File: src/rtl/card_mem_pkg.sv
// Shared card-memory definitions: node word layout and list-walk states.
// Used by the allocator, list and free_list blocks.
package card_mem_pkg;

  localparam int ALLOC_BIT = 31;
  localparam int SUIT_MSB  = 15;
  localparam int SUIT_LSB  = 14;
  localparam int VAL_MSB   = 13;
  localparam int VAL_LSB   = 10;
  localparam int NEXT_MSB  = 9;
  localparam int NEXT_LSB  = 0;
  localparam int NEXT_W    = NEXT_MSB - NEXT_LSB + 1;

  localparam logic [NEXT_W-1:0] NULL_ADDR = '0;

  localparam int MAX_NODES_DEF = 52;

  typedef enum logic [2:0] {
    S_IDLE,
    S_READ,
    S_WAIT,
    S_CHECK,
    S_WRITE,
    S_DONE
  } fl_state_t;

  function automatic logic [31:0] mk_node(
    input logic              alloc,
    input logic [1:0]        suit,
    input logic [3:0]        val,
    input logic [NEXT_W-1:0] nxt
  );
    logic [31:0] w;
    w = '0;
    w[ALLOC_BIT] = alloc;
    w[SUIT_MSB:SUIT_LSB] = suit;
    w[VAL_MSB:VAL_LSB] = val;
    w[NEXT_MSB:NEXT_LSB] = nxt;
    return w;
  endfunction

endpackage

File: src/rtl/free_list.sv
// Walks a linked list in card RAM and zeroes every node,
// aborting on an unallocated node or an overlong/cyclic list.
module free_list
  import card_mem_pkg::*;
#(
  parameter int ADDR_W    = 10,
  parameter int DATA_W    = 32,
  parameter int MAX_NODES = MAX_NODES_DEF
) (
  input  logic              clock,
  input  logic              resetn,
  input  logic              enable,
  input  logic [ADDR_W-1:0] head_addr,
  output logic              busy,
  output logic              done,
  output logic              error,
  output logic [5:0]        freed_count,
  output logic [ADDR_W-1:0] ram_address,
  output logic              ram_clock,
  output logic [DATA_W-1:0] ram_data,
  output logic              ram_wren,
  input  logic [DATA_W-1:0] ram_q
);

  fl_state_t         r_state;
  fl_state_t         w_state_nxt;
  logic [ADDR_W-1:0] r_cur;
  logic [ADDR_W-1:0] r_next;
  logic [5:0]        r_count;
  logic              r_error;
  logic              r_done;

  logic              w_alloc;
  logic [ADDR_W-1:0] w_q_next;
  logic [5:0]        w_count_inc;
  logic              w_next_null;
  logic              w_at_limit;
  logic              w_head_null;
  logic [DATA_W-1:0] w_unused_q;

  assign w_alloc     = ram_q[ALLOC_BIT];
  assign w_q_next    = ADDR_W'(ram_q[NEXT_MSB:NEXT_LSB]);
  assign w_count_inc = r_count + 6'd1;
  assign w_next_null = (r_next == '0);
  assign w_at_limit  = (w_count_inc == 6'(MAX_NODES));
  assign w_head_null = (head_addr == '0);
  assign w_unused_q  = ram_q;

  // State register
  always_ff @(posedge clock or negedge resetn) begin
    if (!resetn) r_state <= S_IDLE;
    else         r_state <= w_state_nxt;
  end

  // Next-state decode
  always_comb begin
    w_state_nxt = r_state;
    unique case (r_state)
      S_IDLE: begin
        if (enable)
          w_state_nxt = w_head_null ? S_DONE : S_READ;
      end
      S_READ:  w_state_nxt = S_WAIT;
      S_WAIT:  w_state_nxt = S_CHECK;
      S_CHECK: w_state_nxt = w_alloc ? S_WRITE : S_DONE;
      S_WRITE: begin
        if (w_next_null || w_at_limit)
          w_state_nxt = S_DONE;
        else
          w_state_nxt = S_READ;
      end
      S_DONE:  w_state_nxt = S_IDLE;
      default: w_state_nxt = S_IDLE;
    endcase
  end

  // Walk datapath: current/next pointers, count, error, done pulse
  always_ff @(posedge clock or negedge resetn) begin
    if (!resetn) begin
      r_cur   <= '0;
      r_next  <= '0;
      r_count <= '0;
      r_error <= 1'b0;
      r_done  <= 1'b0;
    end else begin
      r_done <= (r_state == S_DONE);
      unique case (r_state)
        S_IDLE: begin
          if (enable) begin
            r_cur   <= head_addr;
            r_next  <= '0;
            r_count <= '0;
            r_error <= 1'b0;
          end
        end
        S_CHECK: begin
          if (!w_alloc) r_error <= 1'b1;
          else          r_next  <= w_q_next;
        end
        S_WRITE: begin
          r_count <= w_count_inc;
          if (!w_next_null) begin
            if (w_at_limit) r_error <= 1'b1;
            else            r_cur   <= r_next;
          end
        end
        default: ;
      endcase
    end
  end

  assign busy        = (r_state != S_IDLE);
  assign done        = r_done;
  assign error       = r_error;
  assign freed_count = r_count;
  assign ram_clock   = clock;
  assign ram_data    = '0;
  assign ram_wren    = (r_state == S_WRITE);
  assign ram_address = (r_state == S_READ  ||
                        r_state == S_WAIT  ||
                        r_state == S_CHECK ||
                        r_state == S_WRITE) ? r_cur : '0;

endmodule

File: config.mk
export PLATFORM = sky130hd
export DESIGN_NAME = free_list
export DESIGN_NICKNAME = d
export VERILOG_FILES = /design/src/rtl/card_mem_pkg.sv /design/src/rtl/free_list.sv
export SDC_FILE = /design/constraint.sdc
export NUM_CORES = 1
export LEC_CHECK = 0
export BUFFER_PORTS_ARGS = -buffer_cell sky130_fd_sc_hd__buf_2
export CORE_ASPECT_RATIO = 0.9
export CORE_MARGIN = 5
export CORE_UTILIZATION = 45
export DETAILED_ROUTE_END_ITERATION = 8
export PLACE_DENSITY = 0.84
export SLEW_MARGIN = 20
export SYNTH_ARGS = -nofsm -noshare
export SYNTH_HDL_FRONTEND = slang
export SYNTH_SLANG_ARGS = --single-unit
File: constraint.sdc
create_clock -name clock -period 2.57 [get_ports clock]
set_clock_uncertainty 0.15 [all_clocks]
set_input_delay 0 -clock clock [delete_from_list [all_inputs] [get_ports clock]]
set_output_delay 0 -clock clock [all_outputs]
set_load 0.1 [all_outputs]
# Yosys cells after proc, flatten, opt, wreduce, memory -nomap -nowiden
# Cells that the tools add are included.
# word_totals
register_bits	31
input_bits	45
output_inout_bits	53
wordCells	54
# classes
n_addsub	1
eq_ne	12
muxes	20
reduce_logical	15
# op_table
op	n
$mux 10	6
$pmux 10 s2	2
$logic_not 10->1	2
$pmux 3 s5	1
$pmux 6 s2	1
$ne 2x2->1 const B	5
$mux 3	3
$add 6x1->6 const B	1
$eq 3x2->1 const B	2
$eq 3x3->1 const B	2
$eq 6x6->1 const B	1
$mux 6	1
$reduce_bool 3->1	2
$mux 1	5
$reduce_and 5->1	1
$logic_or 1x1->1	4
$reduce_and 4->1	1
$reduce_bool 2->1	2
$eq 3x1->1 const B	1
$logic_not 3->1	1
$pmux 1 s3	1
$reduce_and 3->1	1
$ne 2x1->1 const B	1
$reduce_and 2->1	1

# Longest topological paths before layout
# logic_depth
ltp_word	5
mapped_depth	7
depth_no_buf	5

==> metrics.txt <==
total track usage 0.151; synth top area cells dfrtp_1 41%, buf_4 14%, o21ai_0 7.8%, mux2_2 6.0%, and2_1 3.3%; part of the cycle the worst path needs 0.919; Primary FF master, synth dfrtp_1; Starting Density 0.463; I/O Buffers 44; RSZ-0062 raised after global routing false; setup TNS 0 ns; Layout Nets 317; status complete, no violations; Die Span X 78.0 microns; synth unique cells 39; vias per cell 4.85; synthesis-stage register bit count 31; CTS tree built; startpoint types flop; TritonRoute pass-1 iters 7; CP max FO 10; Fmax 423 MHz; share of the synthesized area in the top cell type 0.414; Final HPWL DP 2940 microns; setup violators final 0; Seq/Total Area, Yosys 0.414; max-slew violations 0; area leader, netlist dfrtp_1; DR iter-0 viols 94; first-pass GRT wire length 6640 microns; area of the multi-input gates 863 sq um; Hold Crit Class input pin to asynchronous set/reset pin; Slew HR 0.551; Cells after Synth 202; Tmin final 2.36 ns; wire per inst 13.2 microns; ANT nets after route 0; row cnt 22; EDFF count, synth 0; Clk Latency, worst-skew pair 0.39 ns; Arr. time, crit path 2.21 ns; crit end category primary output; die height 71.2 microns; max-cap violations 0; gpl congestion 0.786; Syn Area/Cell 9.27 sq um; Async SR Flop Fraction 1.00; fillers 342; Critical Path RT 2.42 ns; vias in the first global route 1487; Slew @ Worst Pin 0.674 ns; mapped cell area 1870 sq um; Area Overhead vs Synth 26.4%; # IOs 98; pin count of the biggest net entering global routing 32; total wire length 4230 microns; Hold Vio Cnt, Final 0; core box area 4050 sq um; DRC Markers 0; Ant. Diodes 0; FF/Latch Area 777 sq um; kind of critical path flop to primary output; initial antenna violation count 0; share of layout cells above drive strength 1 0.261; via count 1552; yosys warns 0; Worst-path clk slew 0.06 ns; GRT overflow 0; die area 5550 sq um
-- state kept, by name, indices dropped and copies added, names as in the netlist --
name / count
done: 1
r_state: 3
r_cur: 10
freed_count: 6
r_next: 10
error: 1
-- worst paths after layout --
| check | cells past startpoint | startpoint | end | slack [ns] |
|---|---|---|---|---|
| min in group clock | 4 | ram_q[0] | r_next[0] | 0.22 |
| setup reg to reg | 5 | r_state[1] | r_cur[2] | 0.35 |
| setup / recovery | 4 | r_state[1] | ram_address[7] | 0.21 |
| hold / removal | 2 | resetn | freed_count[3] | 0.03 |
| hold reg to reg | 1 | r_cur[8] | r_cur[8] | 0.35 |
| max in group asynchronous | 2 | resetn | freed_count[0] | 1.77 |
-- synth_stat cells, types with 2 or more instances --
master,number
a22o_1,2
a31oi_1,3
and2_1,10
and3_1,3
and3b_1,2
buf_4,34
buf_6,2
clkbuf_1,6
dfrtp_1,31
inv_1,13
mux2_2,10
nand2_1,13
nand3_1,11
nand4_1,2
nor2_1,6
nor4_1,2
o21ai_0,29
or4_1,2
-- repair_timing --
action | in CTS | in global routing
setup endpoints to repair | 0 | 0
hold buffers | 24 | 0
setup buffers | 0 | 0
hold endpoints to repair | 57 | 0
gates resized for setup | 0 | 0
-- metrics by stage --
step	worst slack (ns)	area [sq um]	hold slack, ns	std cells	utilization
floorplan	0.0212	1990	-0.446	233	-
global placement	0.391	1980	-0.0814	285	0.490
finish	0.208	2370	0.0299	320	0.585
detailed placement	0.360	1980	-0.0743	285	0.490
global route	0.00744	2370	0.105	320	0.585
CTS	0.196	2370	0.0552	320	0.585
-- cell type report --
cell class                 instances  area share
inverter                          13      0.0206
sequential                        31       0.328
timing repair buffer              69       0.199
clock buffer                      12      0.0619
multi-input combinational        147       0.365
tap                               48      0.0254
-- worst max-delay path: stages, from the launching register on --
cell     delay [ns]
dfrtp_1        0.48
o21ai_0        0.22
nor2b_1        0.47
and2_1         0.21
buf_2          0.43
-- layout by cell type, fill, tap and decap left out, types with 2 or more instances in the layout --
| master | netlist | final |
|---|---|---|
| nand4_1 | 2 | 2 |
| a22o_1 | 2 | 2 |
| conb_1 | 1 | 32 |
| and3b_1 | 2 | 2 |
| buf_2 | 0 | 44 |
| buf_4 | 34 | 2 |
| or4_1 | 2 | 2 |
| and3_1 | 3 | 3 |
| nand3_1 | 11 | 11 |
| a31oi_1 | 3 | 3 |
| nor4_1 | 2 | 2 |
| inv_1 | 13 | 13 |
| nand2_1 | 13 | 13 |
| clkbuf_8 | 0 | 10 |
| o21ai_0 | 29 | 29 |
| mux2_2 | 10 | 10 |
| and2_1 | 10 | 10 |
| dlygate4sd3_1 | 0 | 24 |
| nor2_1 | 6 | 6 |
| dfrtp_1 | 31 | 30 |
-- logic make-up after synthesis --
family	count (synthesis)	share of synthesized area
AOI/OAI and AO/OA	39	0.120
xor gates and xnor gates	1	0.00468
adders and majority gates	1	0.00668
buffers and inverters	55	0.186
DFF	31	0.414
muxes	11	0.0655
other	1	0.00200
and+or+nand+nor	63	0.200
-- metal layers --
layer	global-route usage	routed length (microns)	vias to the layer above
li1	-	-	762
met1	0.187	1740	720
met2	0.222	2070	62
met3	0.0547	365	8
met4	0.0957	61	0
met5	0	0	-
Power is not shown: default switching activity piles up to over one toggle a cycle in this logic, so the estimate is an artifact.
